$ cat config.mk
export PLATFORM = sky130hd
export DESIGN_NAME = i2c_target_regfile
export DESIGN_NICKNAME = d
export VERILOG_FILES = /design/src/rtl/i2c_target_regfile.sv
export SDC_FILE = /design/constraint.sdc
export NUM_CORES = 2
export LEC_CHECK = 0
export CAP_MARGIN = 20
export CORE_MARGIN = 5
export CORE_UTILIZATION = 55
export CTS_CLUSTER_SIZE = 24
export DETAILED_ROUTE_END_ITERATION = 12
export PLACE_DENSITY_LB_ADDON = 0.2
export SKIP_CTS_REPAIR_TIMING = 1
export SLEW_MARGIN = 20
export SYNTH_ARGS = -nofsm -noshare
export SYNTH_HDL_FRONTEND = slang
export SYNTH_SLANG_ARGS = --single-unit
$ cat constraint.sdc
create_clock -name clk -period 3.8 [get_ports clk]
set_clock_uncertainty 0.15 [all_clocks]
set_input_delay 0.95 -clock clk [delete_from_list [all_inputs] [get_ports clk]]
set_output_delay 0.95 -clock clk [all_outputs]
set_load 0.05 [all_outputs]
$ cat src/rtl/i2c_target_regfile.sv
// I2C target with a 256 x 8 register file. It serves pointer writes, data writes and
// sequential reads over the bus, and gives fabric logic a host port into the same registers.
`timescale 1ns/1ps
module i2c_target_regfile #(
    parameter logic [6:0] DEV_ADDR    = 7'h77,
    parameter int         SYNC_STAGES = 2
) (
    input  logic       clk,
    input  logic       rst,
    input  logic       scl_in,
    input  logic       sda_in,
    output logic       sda_oe,
    input  logic       host_we,
    input  logic [7:0] host_addr,
    input  logic [7:0] host_wdata,
    output logic [7:0] host_rdata,
    output logic       bus_wr_valid,
    output logic [7:0] bus_wr_addr,
    output logic [7:0] bus_wr_data,
    output logic       busy
);

    typedef enum logic [3:0] {
        ST_IDLE,
        ST_ADDR,
        ST_ADDR_ACK,
        ST_PTR,
        ST_PTR_ACK,
        ST_WDATA,
        ST_WDATA_ACK,
        ST_RDATA,
        ST_RDATA_ACK,
        ST_WAIT
    } state_e;

    // Pin conditioning: synchronizers idle high, like the released bus.
    logic [SYNC_STAGES-1:0] scl_sync_q, sda_sync_q;
    logic                   scl_hist_q, sda_hist_q;
    logic                   scl_s, sda_s;
    logic                   scl_rise_q, scl_fall_q, start_q, stop_q, sda_bit_q;

    assign scl_s = scl_sync_q[SYNC_STAGES-1];
    assign sda_s = sda_sync_q[SYNC_STAGES-1];

    always_ff @(posedge clk or posedge rst) begin
        if (rst) begin
            scl_sync_q <= '1;
            sda_sync_q <= '1;
            scl_hist_q <= 1'b1;
            sda_hist_q <= 1'b1;
            scl_rise_q <= 1'b0;
            scl_fall_q <= 1'b0;
            start_q    <= 1'b0;
            stop_q     <= 1'b0;
            sda_bit_q  <= 1'b1;
        end else begin
            // NOTE: sequential state uses non-blocking assignments so every flop samples pre-edge values.
            scl_sync_q <= {scl_sync_q[SYNC_STAGES-2:0], scl_in};
            sda_sync_q <= {sda_sync_q[SYNC_STAGES-2:0], sda_in};
            scl_hist_q <= scl_s;
            sda_hist_q <= sda_s;
            scl_rise_q <= scl_s & ~scl_hist_q;
            scl_fall_q <= ~scl_s & scl_hist_q;
            start_q    <= scl_s & scl_hist_q & sda_hist_q & ~sda_s;
            stop_q     <= scl_s & scl_hist_q & ~sda_hist_q & sda_s;
            sda_bit_q  <= sda_s;
        end
    end

    state_e     state_q, state_d;
    logic [3:0] bit_cnt_q, bit_cnt_d;
    logic [7:0] shreg_q, shreg_d;
    logic [7:0] ptr_q, ptr_d;
    logic       sda_oe_q, sda_oe_d;
    logic       busy_q, busy_d;
    logic       bus_wr_valid_q, bus_we;
    logic [7:0] bus_wr_addr_q, bus_wr_addr_d;
    logic [7:0] bus_wr_data_q, bus_wr_data_d;
    logic [7:0] host_rdata_q;
    logic [7:0] regs_q [256];
    logic [7:0] rd_byte;

    assign rd_byte = regs_q[ptr_q];

    always_comb begin
        // NOTE: every next-state signal gets its hold value first, so no path infers a latch.
        state_d       = state_q;
        bit_cnt_d     = bit_cnt_q;
        shreg_d       = shreg_q;
        ptr_d         = ptr_q;
        sda_oe_d      = sda_oe_q;
        busy_d        = busy_q;
        bus_we        = 1'b0;
        bus_wr_addr_d = bus_wr_addr_q;
        bus_wr_data_d = bus_wr_data_q;

        if (start_q) begin
            state_d   = ST_ADDR;
            busy_d    = 1'b1;
            sda_oe_d  = 1'b0;
            bit_cnt_d = 4'd0;
        end else if (stop_q) begin
            state_d  = ST_IDLE;
            busy_d   = 1'b0;
            sda_oe_d = 1'b0;
        end else begin
            case (state_q)
                ST_ADDR, ST_PTR, ST_WDATA: begin
                    if (scl_rise_q) begin
                        shreg_d   = {shreg_q[6:0], sda_bit_q};
                        bit_cnt_d = bit_cnt_q + 4'd1;
                    end else if (scl_fall_q && bit_cnt_q == 4'd8) begin
                        if (state_q == ST_ADDR) begin
                            if (shreg_q[7:1] == DEV_ADDR) begin
                                sda_oe_d = 1'b1;
                                state_d  = ST_ADDR_ACK;
                            end else begin
                                sda_oe_d = 1'b0;
                                state_d  = ST_WAIT;
                            end
                        end else if (state_q == ST_PTR) begin
                            sda_oe_d = 1'b1;
                            ptr_d    = shreg_q;
                            state_d  = ST_PTR_ACK;
                        end else begin
                            bus_we        = 1'b1;
                            bus_wr_addr_d = ptr_q;
                            bus_wr_data_d = shreg_q;
                            ptr_d         = ptr_q + 8'd1;
                            sda_oe_d      = 1'b1;
                            state_d       = ST_WDATA_ACK;
                        end
                    end
                end
                ST_ADDR_ACK: begin
                    if (scl_fall_q) begin
                        bit_cnt_d = 4'd0;
                        // The address byte is still in shreg; its LSB is the R/W flag.
                        if (shreg_q[0]) begin
                            shreg_d  = rd_byte;
                            ptr_d    = ptr_q + 8'd1;
                            sda_oe_d = ~rd_byte[7];
                            state_d  = ST_RDATA;
                        end else begin
                            sda_oe_d = 1'b0;
                            state_d  = ST_PTR;
                        end
                    end
                end
                ST_PTR_ACK, ST_WDATA_ACK: begin
                    if (scl_fall_q) begin
                        sda_oe_d  = 1'b0;
                        bit_cnt_d = 4'd0;
                        state_d   = ST_WDATA;
                    end
                end
                ST_RDATA: begin
                    if (scl_rise_q) begin
                        bit_cnt_d = bit_cnt_q + 4'd1;
                    end else if (scl_fall_q) begin
                        if (bit_cnt_q == 4'd8) begin
                            sda_oe_d = 1'b0;
                            state_d  = ST_RDATA_ACK;
                        end else begin
                            shreg_d  = {shreg_q[6:0], 1'b0};
                            sda_oe_d = ~shreg_q[6];
                        end
                    end
                end
                ST_RDATA_ACK: begin
                    if (scl_rise_q && sda_bit_q) begin
                        state_d = ST_WAIT;
                    end else if (scl_fall_q) begin
                        shreg_d   = rd_byte;
                        ptr_d     = ptr_q + 8'd1;
                        sda_oe_d  = ~rd_byte[7];
                        bit_cnt_d = 4'd0;
                        state_d   = ST_RDATA;
                    end
                end
                ST_WAIT: sda_oe_d = 1'b0;
                default: state_d = ST_IDLE;
            endcase
        end
    end

    always_ff @(posedge clk or posedge rst) begin
        if (rst) begin
            state_q        <= ST_IDLE;
            bit_cnt_q      <= 4'd0;
            shreg_q        <= 8'd0;
            ptr_q          <= 8'd0;
            sda_oe_q       <= 1'b0;
            busy_q         <= 1'b0;
            bus_wr_valid_q <= 1'b0;
            bus_wr_addr_q  <= 8'd0;
            bus_wr_data_q  <= 8'd0;
            host_rdata_q   <= 8'd0;
        end else begin
            state_q        <= state_d;
            bit_cnt_q      <= bit_cnt_d;
            shreg_q        <= shreg_d;
            ptr_q          <= ptr_d;
            sda_oe_q       <= sda_oe_d;
            busy_q         <= busy_d;
            bus_wr_valid_q <= bus_we;
            bus_wr_addr_q  <= bus_wr_addr_d;
            bus_wr_data_q  <= bus_wr_data_d;
            host_rdata_q   <= regs_q[host_addr];
        end
    end

    // NOTE: the register file has no reset; contents stay undefined until host or bus writes them.
    always_ff @(posedge clk) begin
        if (host_we && !(bus_we && host_addr == ptr_q)) begin
            regs_q[host_addr] <= host_wdata;
        end
        if (bus_we) begin
            regs_q[ptr_q] <= shreg_q;
        end
    end

    assign sda_oe       = sda_oe_q;
    assign busy         = busy_q;
    assign bus_wr_valid = bus_wr_valid_q;
    assign bus_wr_addr  = bus_wr_addr_q;
    assign bus_wr_data  = bus_wr_data_q;
    assign host_rdata   = host_rdata_q;

endmodule
**Word-level counts from Yosys, hierarchy flattened**

Memory sizes are Yosys's and may differ from the RTL's. A register that Yosys moved wholly into a read port is not among the register bits.
Index checks and enable logic that the tools add are counted.

- Bits in registers: 53
- Memory bits (writable): 2048
- Input bits: 21
- Output and inout port bits: 27
- Logic and storage cells: 165
- Memories kept: 1

Memory list:

| name | words | bits a word | rd ports | clocked after memory_dff | write ports | line | RTL |
|---|---|---|---|---|---|---|---|
| regs_q | 256 | 8 | 2 | 1 | 2 | 80 | `logic [7:0] regs_q [256];` |

- Add/sub/neg operators: 2
- Eq/ne operators: 37
- Multiplexer cells: 68
- Bitwise operators: 18
- Reduce and logical (&&, ||, !) cells: 21

Operators with widths:

| kind | count |
|---|---|
| $mux W8 | 16 |
| $mux W4 | 18 |
| $ne A4 B4 Y1 const B | 9 |
| $pmux W8 S4 | 1 |
| $mux W1 | 27 |
| $ne A2 B2 Y1 const B | 12 |
| $pmux W4 S6 | 1 |
| $pmux W8 S3 | 1 |
| $reduce_and A10 Y1 | 2 |
| $reduce_and A9 Y1 | 2 |
| $eq A4 B3 Y1 const B | 4 |
| $eq A4 B4 Y1 const B | 3 |
| $pmux W4 S3 | 1 |
| $not A1 Y1 | 11 |
| $reduce_and A11 Y1 | 1 |
| $add A8 B1 Y8 const B | 1 |
| $eq A4 B2 Y1 const B | 2 |
| $eq A8 B8 Y1 | 1 |
| $reduce_bool A4 Y1 | 2 |
| $reduce_bool A8 Y1 | 1 |
| $and A1 B1 Y1 | 7 |
| $eq A7 B7 Y1 const B | 1 |
| $reduce_and A7 Y1 | 1 |
| $ne A3 B3 Y1 const B | 2 |
| 15 further kinds | 19 |

**Longest topological paths before layout**

- Depth after elaboration: 13
- Depth in mapped cells: 13
- Gate-level depth less buffers: 9

**Worst setup path before layout**

No wires, ideal clock.

- Kind: input port to flip-flop
- Start: input host_addr[0]
- End: memory regs_q[109][0] (enable)
- Setup time: 0.384 ns
- Arrival time: 3.377 ns
- Required time: 3.266 ns
- Slack: -0.111 ns
- Cell stages on the path: 8
- Path buffers: 5
- Cell sequence: buf_2 -> buf_2 -> buf_2 -> clkbuf_1 -> nor2b_1 -> nand3_1 -> clkbuf_1 -> o21ai_0

RTL lines:

| what | line | RTL |
|---|---|---|
| from (decl) | 14 | `input logic [7:0] host_addr,` |
| to (decl) | 80 |  |

**Worst setup path in the final report**

- Start: register ptr_q[0]
- End: register shreg_q[5]

- Word-level cells in the longest chain between the ends: 4
- Elaborated cells between the ends (all ways): 6
- Those cells by class: mux (5); memory (1)

RTL lines:

| what | line | RTL |
|---|---|---|
| from (decl) | 73 | `logic [7:0] ptr_q, ptr_d;` |
| from (signal assigned) | 203 | `ptr_q <= ptr_d;` |
| $mem_v2 Z256 W8 (*) | n/a |  |
| $mux W8 (on tied branches) | 173, 139 |  |
| $mux W8 (on tied branches) | 171, 136 |  |
| $pmux W8 S4 (*) | 107 | `case (state_q)` |
| to (signal assigned) | 202 | `shreg_q <= shreg_d;` |
| to (decl) | 72 | `logic [7:0] shreg_q, shreg_d;` |

Mark *: on every way between the ends. The rest lies on a longest branch, timed or not. The select of a mux whose other input is x is not followed.
A chain may end at the register's enable or synchronous reset.

==> out/results.txt <==
Critical Path Sink Type = flip-flop
post-route antenna net violation count = 0
YS warnings = 0
peak supply drop = 0.000879 V
Max-Cap Viols = 0
clk_lat worst skew = 0.92 ns
Mapped Area = 125000 um^2
CORE AREA = 227000 um^2
Layout Utilization = 0.629
first-pass GRT wire length = 661000 um
FF-to-FF path depth = 10
CTS root buffer = clkbuf_16
routed wire length = 473000 um
synth-to-layout area growth = 14.1%
outcome = complete, but fails checks
Req. time, crit path = 4.43 ns
critical path arrival = 4.65 ns
H-tree lvl count = 4
die area = 237000 um^2
nets = 7856
Final Cell Area = 143000 um^2
Setup Crit Path Kind = flip-flop to flip-flop
Top FF cell, synth = edfxtp_1
EDFF count, synth = 2048
# clock sinks = 2109
Synth top area share = 0.492
DRT iter0 DRCs = 14400
min cycle time layout = 4.01 ns
PortBufs = 47
initial core utilization = 0.551
io pins = 48
Max Slew Vio Count = 0
synth cell count leaders = 2048 x edfxtp_1, 1997 x mux2_2, 1246 x mux4_2
Post-DP HPWL = 313000 um
ranking of synthesized cells by area = edfxtp_1 49%, mux4_2 22%, mux2_2 18%
fill count = 16100
Die Y = 487 um
tightest hold margin = 0.208 ns
synth unique cells = 67
Max Root-Sink Buffers = 3
Final Hold Fails = 0
worst slack at placement = -0.780 ns
pin count of the biggest net entering global routing = 176
count leader, synth = edfxtp_1
WL/cell = 42.6 um
via/cell ratio = 7.71
critical path startpoint category = flip-flop
Synthesized Nets = 7567
critical path peak fanout = 18
CP Launch Point = ptr_q[0]$_DFFE_PP0P_
R2R Setup Slk = -0.21 ns
Final setup viols = 4
Sum Neg Setup Slack = -0.236 ns
post-synthesis register bit count = 2109
clock-pin transition on the worst setup and hold timing paths = 0.06 ns
Post-DP Area = 134000 um^2
final global-route overflow total = 0
initial antenna violation count = 43
Die X = 487 um
Lkg Pwr = 47.2 nW
Vias = 85600
CTS buffer count = 227
synthesized instance count = 7540
Setup WS post-layout = -0.214 ns
fmax = 249 MHz
GRT Overall Usage = 0.396
Hold WC Path Type = flip-flop to flip-flop
RSZ-0062 raised after global routing = true
layout cells sized above 1 = 0.583
slew margin rel. = 0.156
P per Cell Area = 560 nW/um^2
area leader, netlist = edfxtp_1
DR pass1 iterations = 6
Async SR Flop Fraction = 0.0289
failing checks = setup timing
Site Rows = 175
Worst R2R End = shreg_q[5]$_DFFE_PP0P_
gpl congestion = 0.989
r2r startpoint = ptr_q[0]$_DFFE_PP0P_
Worst-Margin Slew = 1.27 ns
CTS tree = done
final worst-path cycle share = 1.06
vias in the first global route = 82200
CP endpoint = shreg_q[5]$_DFFE_PP0P_
Seq/Total Area, Yosys = 0.505
DR DRC count = 0
syn_area_per_cell = 16.6 um^2
## area by class of cell
| class | instances | area, um^2 | share of cell area |
|---|---|---|---|
| multi-input cells | 4532 | 58400 | 0.410 |
| flip-flops and latches | 2109 | 63100 | 0.442 |
| clock inverters | 160 | 1790 | 0.0125 |
| well taps | 3009 | 3760 | 0.0264 |
| diodes | 70 | 175 | 0.00123 |
| clock buffers | 267 | 5960 | 0.0418 |
| repair buffers | 940 | 9330 | 0.0654 |
| inverters | 19 | 82.6 | 0.000579 |
## where the power goes
part	switching (mW)	internal, mW	total, mW
logic	18.6	11.0	29.6
registers	0.989	25.7	26.7
clock network	10.0	13.5	23.5
total	29.6	50.2	79.8
## registers in the layout, indices dropped and copies added (netlist names), 2 cells and up
| signal | count |
|---|---|
| scl_sync_q | 2 |
| bus_wr_data | 8 |
| shreg_q | 8 |
| ptr_q | 8 |
| sda_sync_q | 2 |
| regs_q | 2048 |
| state_q | 4 |
| bus_wr_addr | 8 |
| bit_cnt_q | 4 |
| host_rdata | 8 |
## worst min-delay path by stage
stage / startpoint / to / cells after the start
final: scl_sync_q[0]$_DFF_PP1_ / scl_sync_q[1]$_DFF_PP1_ / 0
after global routing: scl_sync_q[0]$_DFF_PP1_ / scl_sync_q[1]$_DFF_PP1_ / 0
after CTS: rst / bus_wr_data[7]$_DFFE_PP0P_ / 2
after detailed placement: sda_sync_q[0]$_DFF_PP1_ / sda_sync_q[1]$_DFF_PP1_ / 0
after global placement: scl_sync_q[0]$_DFF_PP1_ / scl_sync_q[1]$_DFF_PP1_ / 0
after floorplan: scl_sync_q[0]$_DFF_PP1_ / scl_sync_q[1]$_DFF_PP1_ / 0
## placed cells by master (no fill, tap or decap), types with 14 or more instances in the layout
cell type and instances:
nand3_1 32, edfxtp_1 2048, o21ai_0 253, clkinv_1 45, buf_12 163, mux2_2 1997
a21oi_1 67, clkbuf_1 33, nor2_1 54, a22oi_1 97, clkdlybuf4s50_1 33, clkbuf_16 233
nor2b_1 14, nor3_4 17, o21ai_1 29, nand2_2 75, clkinv_2 54, bufinv_16 33
clkinvlp_4 15, buf_4 725, mux2i_1 31, mux4_2 1246, diode_2 70, o21bai_1 15
nor3_1 24, nand2_1 319, mux2_1 67, dfrtp_1 41
## layer usage
layer / share of wire / routed length, um / up-vias / track usage
met3: 0.15 / 69200 / 1468 / 0.137
met1: 0.35 / 166000 / 44700 / 0.532
li1: - / - / 31800 / -
met5: 0.00025 / 116 / - / 0.000816
met2: 0.44 / 206000 / 7610 / 0.567
met4: 0.068 / 32100 / 18 / 0.221
## per-stage QoR
stage                     power, mW  cells
after detailed placement       55.4  10600
after floorplan                42.6   7540
after global placement         55.2  10600
after CTS                      78.5  11000
after global routing           80.8  11000
final                          79.8  11100
## cell families after synthesis
group | count (synthesis) | share of synthesized area
fa+ha+maj | 6 | 0.000601
simple gates | 626 | 0.0242
compound gates | 547 | 0.0261
mux | 3341 | 0.413
flops | 2109 | 0.505
xor+xnor | 12 | 0.000841
buf+inv | 899 | 0.0304
## critical path, cell delays in order, from the launching register on
cell,delay (ns)
dfrtp_4,0.45
buf_12,0.26
buf_4,0.31
mux4_2,0.56
a22oi_1,0.37
a21oi_1,0.32
nor4_1,0.68
o22ai_1,0.27
nor2_1,0.18
buf_4,0.19
o221ai_1,0.11
Power figures use the tool's default switching activity.
